### src/rtl/instr_loader_pkg.sv
// Shared types and constants for the instruction-memory loader.
package instr_loader_pkg;

   localparam int unsigned BYTES_PER_WORD = 4;
   localparam int unsigned WORD_W         = 32;

   typedef enum logic [2:0] {
      StIdle,
      StCollect,
      StWrite,
      StDrain,
      StFinish
   } loader_state_t;

endpackage

### src/rtl/instr_loader_word_assembler.sv
// Packs a byte stream little-endian into 32-bit words and tracks the byte index.
module word_assembler
   import instr_loader_pkg::*;
(
   input  logic              clk,
   input  logic              rst_n,
   input  logic              load,
   input  logic              clr,
   input  logic [7:0]        byte_data,
   output logic [WORD_W-1:0] word,
   output logic [1:0]        idx,
   output logic              full
);

   logic [WORD_W-1:0] word_q, word_d;
   logic [1:0]        idx_q, idx_d;

   always_comb begin
      word_d = word_q;
      idx_d  = idx_q;
      if (clr) begin
         word_d = '0;
         idx_d  = '0;
      end else if (load) begin
         word_d[8*idx_q +: 8] = byte_data;
         idx_d                = idx_q + 2'd1;
      end
   end

   always_ff @(posedge clk or negedge rst_n) begin
      if (!rst_n) begin
         word_q <= '0;
         idx_q  <= '0;
      end else begin
         word_q <= word_d;
         idx_q  <= idx_d;
      end
   end

   // High while the byte being loaded completes the word.
   assign full = load && !clr && (idx_q == 2'(BYTES_PER_WORD - 1));
   assign word = word_q;
   assign idx  = idx_q;

endmodule

### src/rtl/instr_loader.sv
// Streams a byte-wide program image into instruction memory while holding the CPU in reset.
module instr_loader
   import instr_loader_pkg::*;
#(
   parameter  int unsigned DEPTH     = 1024,
   parameter  int unsigned BASE_ADDR = 0,
   parameter  int unsigned AW        = 32,
   localparam int unsigned CW        = $clog2(DEPTH) + 1
) (
   input  logic              clk,
   input  logic              rst_n,
   input  logic              start,
   input  logic              byte_valid,
   input  logic [7:0]        byte_data,
   input  logic              byte_last,
   output logic              byte_ready,
   output logic              wr_en,
   output logic [AW-1:0]     wr_addr,
   output logic [WORD_W-1:0] wr_data,
   output logic              cpu_rst,
   output logic              busy,
   output logic              done,
   output logic              err,
   output logic [CW-1:0]     word_count
);

   loader_state_t     state_q, state_d;
   logic [AW-1:0]     ptr_q, ptr_d;
   logic [CW-1:0]     cnt_q, cnt_d;
   logic              err_q, err_d;
   logic              last_q, last_d;
   logic              ready_q, ready_d;
   logic              busy_q, busy_d;

   logic              accept;
   logic              asm_load;
   logic              asm_clr;
   logic [WORD_W-1:0] asm_word;
   logic [1:0]        asm_idx;
   logic              asm_full;
   logic [CW-1:0]     cnt_inc;

   assign accept   = byte_valid && ready_q;
   assign asm_load = (state_q == StCollect) && accept;
   assign asm_clr  = (state_q == StIdle) && start;
   assign cnt_inc  = cnt_q + CW'(1);

   word_assembler u_asm (
      .clk       (clk),
      .rst_n     (rst_n),
      .load      (asm_load),
      .clr       (asm_clr),
      .byte_data (byte_data),
      .word      (asm_word),
      .idx       (asm_idx),
      .full      (asm_full)
   );

   always_comb begin
      state_d = state_q;
      ptr_d   = ptr_q;
      cnt_d   = cnt_q;
      err_d   = err_q;
      last_d  = last_q;
      unique case (state_q)
         StIdle: begin
            if (start) begin
               state_d = StCollect;
               err_d   = 1'b0;
               cnt_d   = '0;
               ptr_d   = AW'(BASE_ADDR);
               last_d  = 1'b0;
            end
         end
         StCollect: begin
            if (accept) begin
               if (asm_full) begin
                  state_d = StWrite;
                  last_d  = byte_last;
               end else if (byte_last && (asm_idx != 2'(BYTES_PER_WORD - 1))) begin
                  // Image ended mid-word: the partial word is dropped.
                  err_d   = 1'b1;
                  state_d = StFinish;
               end
            end
         end
         StWrite: begin
            ptr_d = ptr_q + AW'(BYTES_PER_WORD);
            cnt_d = cnt_inc;
            if (last_q) begin
               state_d = StFinish;
            end else if (cnt_inc == CW'(DEPTH)) begin
               state_d = StDrain;
            end else begin
               state_d = StCollect;
            end
         end
         StDrain: begin
            if (accept) begin
               err_d = 1'b1;
               if (byte_last) begin
                  state_d = StFinish;
               end
            end
         end
         StFinish: begin
            state_d = StIdle;
         end
         default: begin
            state_d = StIdle;
         end
      endcase
      ready_d = (state_d == StCollect) || (state_d == StDrain);
      busy_d  = (state_d != StIdle);
   end

   always_ff @(posedge clk or negedge rst_n) begin
      if (!rst_n) begin
         state_q <= StIdle;
         ptr_q   <= AW'(BASE_ADDR);
         cnt_q   <= '0;
         err_q   <= 1'b0;
         last_q  <= 1'b0;
         ready_q <= 1'b0;
         busy_q  <= 1'b0;
      end else begin
         state_q <= state_d;
         ptr_q   <= ptr_d;
         cnt_q   <= cnt_d;
         err_q   <= err_d;
         last_q  <= last_d;
         ready_q <= ready_d;
         busy_q  <= busy_d;
      end
   end

   // Address and data are forced to zero outside the write cycle.
   assign wr_en      = (state_q == StWrite);
   assign wr_addr    = wr_en ? ptr_q : '0;
   assign wr_data    = wr_en ? asm_word : '0;
   assign done       = (state_q == StFinish);
   assign byte_ready = ready_q;
   assign busy       = busy_q;
   assign cpu_rst    = busy_q;
   assign err        = err_q;
   assign word_count = cnt_q;

endmodule

### config.mk
export PLATFORM = sky130hd
export DESIGN_NAME = instr_loader
export DESIGN_NICKNAME = d
export VERILOG_FILES = /design/src/rtl/instr_loader_pkg.sv /design/src/rtl/instr_loader_word_assembler.sv /design/src/rtl/instr_loader.sv
export SDC_FILE = /design/constraint.sdc
export NUM_CORES = 1
export LEC_CHECK = 0
export CAP_MARGIN = 10
export CORE_UTILIZATION = 50
export CTS_CLUSTER_DIAMETER = 100
export CTS_CLUSTER_SIZE = 14
export DETAILED_ROUTE_END_ITERATION = 16
export PLACE_DENSITY = 0.77
export REMOVE_ABC_BUFFERS = 1
export SLEW_MARGIN = 20
export SYNTH_ARGS = -nofsm -noshare
export SYNTH_HDL_FRONTEND = slang
export SYNTH_HIERARCHICAL = 1
export SYNTH_SLANG_ARGS = --single-unit
### constraint.sdc
create_clock -name clk -period 2.7 [get_ports clk]
set_clock_uncertainty 0.05 [all_clocks]
set_input_delay 0.27 -clock clk [delete_from_list [all_inputs] [get_ports clk]]
set_output_delay 0.27 -clock clk [all_outputs]
set_load 0.01 [all_outputs]
### Yosys cells after proc, flatten, opt, wreduce, memory -nomap -nowiden

Index checks and enable logic that the tools add are counted.

| cells by class | value |
|---|---|
| add/sub/neg operators | 4 |
| muxes and demuxes | 29 |
| equal/unequal tests | 15 |
| shift operators | 2 |
| reduce and logical (&&, ||, !) cells | 17 |

Operators by type and width:

| cell | number |
|---|---|
| $mux 32 | 5 |
| $pmux 32 s2 | 1 |
| $neg 5->34 | 1 |
| $shift 8x34->32 const A | 1 |
| $shiftx 8x34->32 | 1 |
| $add 32x3->32 const B | 1 |
| $bwmux 32 | 1 |
| $pmux 11 s2 | 1 |
| $mux 3 | 7 |
| $ne 2x2->1 const B | 6 |
| $pmux 3 s4 | 1 |
| $add 11x1->11 const B | 1 |
| $eq 11x11->1 const B | 1 |
| $mux 11 | 1 |
| $eq 3x2->1 const B | 3 |
| $mux 1 | 7 |
| $eq 3x1->1 const B | 2 |
| $logic_and 1x1->1 | 6 |
| $mux 2 | 3 |
| $reduce_and 6->1 | 1 |
| $reduce_bool 2->1 | 3 |
| $reduce_bool 3->1 | 2 |
| $reduce_and 4->1 | 1 |
| $eq 3x3->1 const B | 1 |
| 9 further kinds | 9 |

| storage, ports and cells | value |
|---|---|
| bits of input ports | 13 |
| output and inout port bits | 81 |
| word-level logic and storage cells | 76 |
| bits in registers | 84 |

### Depth between registers and ports, before layout

| logic depth | value |
|---|---|
| depth in word-level cells | 10 |
| depth in mapped cells | 12 |
| gate-level depth less buffers | 8 |

### Hierarchy

The synthesis kept the hierarchy.

By module, submodules not included:

| module | cells an instance | area each (µm²) | times used | sequential area each (µm²) |
|---|---|---|---|---|
| instr_loader | 388 | 3295.7 | 1 | 1201.2 |
| word_assembler | 123 | 1569.0 | 1 | 850.8 |

### Worst setup path before layout

No wires, ideal clock.

| timing | value |
|---|---|
| path type | flip-flop to flip-flop |
| start point | register state_q[0] |
| end point | register busy_q, in the netlist busy |
| setup slack | 263 ps |
| arrival time | 2301 ps |
| data required time | 2563 ps |
| path buffers | 4 |
| cell stages (with the launch flop) | 12 |
| period minus slack after synthesis | 2437 ps |
| library setup time | 87 ps |
| path through | dfrtp_1 buf_6 or4b_1 buf_2 clkinv_2 buf_6 and2b_2 clkbuf_1 and2_1 nor4_1 o21bai_1 o211ai_1 |

| on the way | value |
|---|---|
| cells in the longest elaborated chain, start to end | 9 |
| elaborated cells between the ends (all ways) | 17 |
| classes of those cells | 3 x eq/ne; 7 x mux; 7 x reduce/logical |

Ends and longest elaborated chain:

| what | RTL line | text |
|---|---|---|
| start, declared | instr_loader.sv:27 | `loader_state_t state_q, state_d;` |
| start signal, assigned | instr_loader.sv:119 | `state_q <= StIdle;` |
| start signal, assigned | instr_loader.sv:127 | `state_q <= state_d;` |
| $logic_not 3->1 | instr_loader.sv:45 | `assign asm_clr = (state_q == StIdle) && start;` |
| $logic_and 1x1->1 | instr_loader.sv:45 |  |
| named net asm_clr | instr_loader.sv:37 | `logic asm_clr;` |
| $logic_not 1->1 | instr_loader_word_assembler.sv:41 | `assign full = load && !clr && (idx_q == 2'(BYTES_PER_WORD - 1));` |
| $logic_and 1x1->1 (2 in a row) | instr_loader_word_assembler.sv:41 |  |
| named net asm_full | instr_loader.sv:40 | `logic asm_full;` |
| $mux 3 | instr_loader.sv:77 | `if (asm_full) begin` |
| $mux 3 | instr_loader.sv:76 | `if (accept) begin` |
| $pmux 3 s4 | instr_loader.sv:65 | `unique case (state_q)` |
| $reduce_bool 3->1 | instr_loader.sv:114 | `busy_d = (state_d != StIdle);` |
| named net busy_d | instr_loader.sv:33 | `logic busy_q, busy_d;` |
| end signal, assigned | instr_loader.sv:133 | `busy_q <= busy_d;` |
| end, declared | instr_loader.sv:33 |  |

The timed path passes the listed nets, and every way through them passes these cells.
A chain may end at the register's enable or synchronous reset.

### Worst setup path after layout

| timing | value |
|---|---|
| start point | register state_q[0] |
| end point | output wr_addr[7] |

| on the way | value |
|---|---|
| cells in the longest elaborated chain, start to end | 2 |

Ends and longest elaborated chain:

| what | RTL line | text |
|---|---|---|
| $eq 3x2->1 | instr_loader.sv:138 | `assign wr_en = (state_q == StWrite);` |
| $mux 32 | instr_loader.sv:139 | `assign wr_addr = wr_en ? ptr_q : '0;` |
| end, declared | instr_loader.sv:18 | `output logic [AW-1:0] wr_addr,` |

Every way passes these cells.

==> results.json <==
{
  "row_count": 35,
  "min_from": "u_asm/word[11]",
  "grt_overflow_total": 0,
  "critPathRequiredTime_ns": 2.38,
  "grt_pass1_vias": 3859,
  "use_met2": 0.378,
  "synth_seq_area_share": 0.422,
  "synthAdderAreaFrac": 0.0206,
  "cts_buffers": 9,
  "worstReg2RegStart": "state_q[0]",
  "gp_congestion": 0.832,
  "fin_nets": 606,
  "setup_viol_count_final": 0,
  "syn_to_final_growth_pct": 24.0,
  "synth-simple-area-share": 0.248,
  "synth_compound_area_frac": 0.215,
  "ys_ff_latch": 82,
  "synth.area.mux_share": 0.0185,
  "whs_ns": 0.437,
  "hpwl_um": 7810,
  "avgViaCountPerCell": 5.82,
  "reg2reg_depth": 8,
  "synth_cell_types": 73,
  "grt_pass1_wl_um": 18900,
  "stdcell_count": 719,
  "hold_path_end": "u_asm/word[11]",
  "cp-end-kind": "output pin",
  "wl_per_cell_um": 16.0,
  "n_antenna_cell": 0,
  "grt_antenna_before_repair": 0,
  "synth.avg_cell_area_um2": 9.52,
  "core_area_mm2": 0.00933,
  "syn_inst": 511,
  "drive_gt1_frac": 0.0983,
  "ys_warn_count": 6,
  "arrival_ns": 2.30,
  "synth-xor-area-share": 0.00900,
  "finalSetupTns_ns": 0,
  "mostFrequentLayoutCells": "clkdlybuf4s50_1 (90), dfrtp_1 (82), and2_1 (71)",
  "grt_usage": 0.234,
  "final_common_cell": "clkdlybuf4s50_1",
  "clk_pin_slew_ns": 0.08,
  "htree_num_levels": 3,
  "rsz0062_at_grt": "no",
  "die_x_um": 101,
  "fill_cells": 781,
  "cts_tree": "done",
  "busiest_layer": "met2",
  "grt_max_degree": 83,
  "clockBufferDepth": 2,
  "slew_viol_final": 0,
  "ios": 94,
  "leakagePower_nw": 2.54,
  "status": "completed",
  "path_max_fanout": 75,
  "multi_input_area_mm2": 0.00249,
  "finalHoldViolCount": 0,
  "worst_pin_slew_ns": 0.739,
  "seqCellArea_mm2": 0.00205,
  "first_pass_iters": 5,
  "power.density_mw_per_mm2": 589,
  "placed_cells": 702,
  "cap_violations": 0,
  "clkLatencyLatePin_ns": 0.36,
  "drtIter0Drc": 194,
  "cts_root_buffer": "clkbuf_8",
  "dominantRegCellSynth": "dfrtp_1",
  "use_met3": 0.0451,
  "crit_type": "register to output pin",
  "drc": 0,
  "hold_depth": 1,
  "start_kind": "register",
  "peakVddDrop_mv": 0.355,
  "fp.dieH_um": 101,
  "portBuffers": 91,
  "relSlewSlack": 0.507,
  "min_period_ns": 2.62,
  "dieArea_mm2": 0.0101,
  "async_flop_share": 1.00,
  "min_period_over_period": 0.969,
  "synth_top_family_by_area": "simple AND/OR/NAND/NOR gates",
  "synth_edf_count": 0,
  "synth_area_mm2": 0.00486,
  "grtUsageMet1": 0.318,
  "start_util": 0.522,
  "wl_um": 11500,
  "antenna_left": 0,
  "fmax_mhz": 382,
  "fin_ws_ns": 0.0838,
  "place_ws_ns": 0.205,
  "cts_setup_buffers": 0,
  "rr_endpoint": "busy",
  "vias": 4184,
  "rrSetupSlack_ns": 0.35,
  "cts.sinks": 82,
  "min_path_type": "register to register"
}
## cell families after synthesis
| group | count (synthesis) |
|---|---|
| and+or+nand+nor | 208 |
| AOI/OAI and AO/OA | 133 |
| DFF | 82 |
| buffers and inverters | 65 |
| muxes | 9 |
| adders and majority gates | 8 |
| xor gates and xnor gates | 5 |
| other | 1 |
## through the flow
step | area (µm²) | util | power, W
2_1_floorplan | 4630 | - | 0.00226
3_3_place_gp | 5800 | 0.622 | 0.00260
3_5_place_dp | 5800 | 0.622 | 0.00264
4_1_cts | 6010 | 0.645 | 0.00356
5_1_grt | 6030 | 0.647 | 0.00375
6_report | 6030 | 0.647 | 0.00355
## registers in the layout, summed over array words and instances, names as in the netlist
register    flops
u_asm/idx       2
state_q         3
byte_ready      1
last_q          1
ptr_q          30
u_asm/word     32
word_count     11
busy            1
err             1
## worst max-delay path: stages, from the launching register on
cell	delay [ns]
dfrtp_1	0.38
or3b_1	0.51
clkinv_8	0.24
and2_1	0.24
clkdlybuf4s50_1	0.56
## what timing repair did
action | 4_1_cts | 5_1_grt
gates resized for setup | 1 | 1
endpoints found under the setup margin | 1 | 1
endpoints found under the hold margin | 0 | 82
gates cloned | 0 | 0
hold buffers | 0 | 1
## synth_stat cells (all sizes together), types with 6 or more instances
cell type	n	share of area
a21o	7	0.011
a21oi	13	0.013
a31oi	12	0.015
a32o	24	0.049
and2	72	0.093
and3	6	0.0080
buf	25	0.034
clkbuf	18	0.014
dfrtp	82	0.42
ha	8	0.021
inv	20	0.015
mux2i	9	0.019
nand2	38	0.029
nand3	17	0.020
nand4	14	0.021
nor2	23	0.018
nor3	9	0.0093
nor4	7	0.013
o21ai	31	0.032
o31ai	6	0.0093
o32ai	8	0.027
## worst max path at each step
stage	start	endpoint	slack (ns)
2_1_floorplan	state_q[1]	word_count[3]	0.13
3_3_place_gp	start	busy	0.31
3_5_place_dp	start	busy	0.20
4_1_cts	state_q[0]	wr_addr[7]	0.08
5_1_grt	state_q[0]	wr_addr[7]	0.02
6_report	state_q[0]	wr_addr[7]	0.08
## report_power, final
group          switching [W]  leakage, nW  internal (W)
Sequential          0.000189         1.12       0.00144
Clock               0.000445       0.0986      0.000477
Combinational       0.000604         1.32      0.000403
## layer usage
| metal | routed length [µm] | vias to the layer above |
|---|---|---|
| met1 | 5020 | 2057 |
| met3 | 526 | 13 |
| li1 | - | 1999 |
| met5 | 0 | - |
| met2 | 5800 | 115 |
| met4 | 154 | 0 |
## final cells by class
| class | count | area share |
|---|---|---|
| inverter | 22 | 0.0160 |
| sequential | 82 | 0.340 |
| clock buffer | 12 | 0.0257 |
| multi-input combinational | 365 | 0.413 |
| tap | 129 | 0.0268 |
| clock inverter | 4 | 0.00830 |
| timing repair buffer | 105 | 0.170 |
Power figures use the tool's default switching activity.
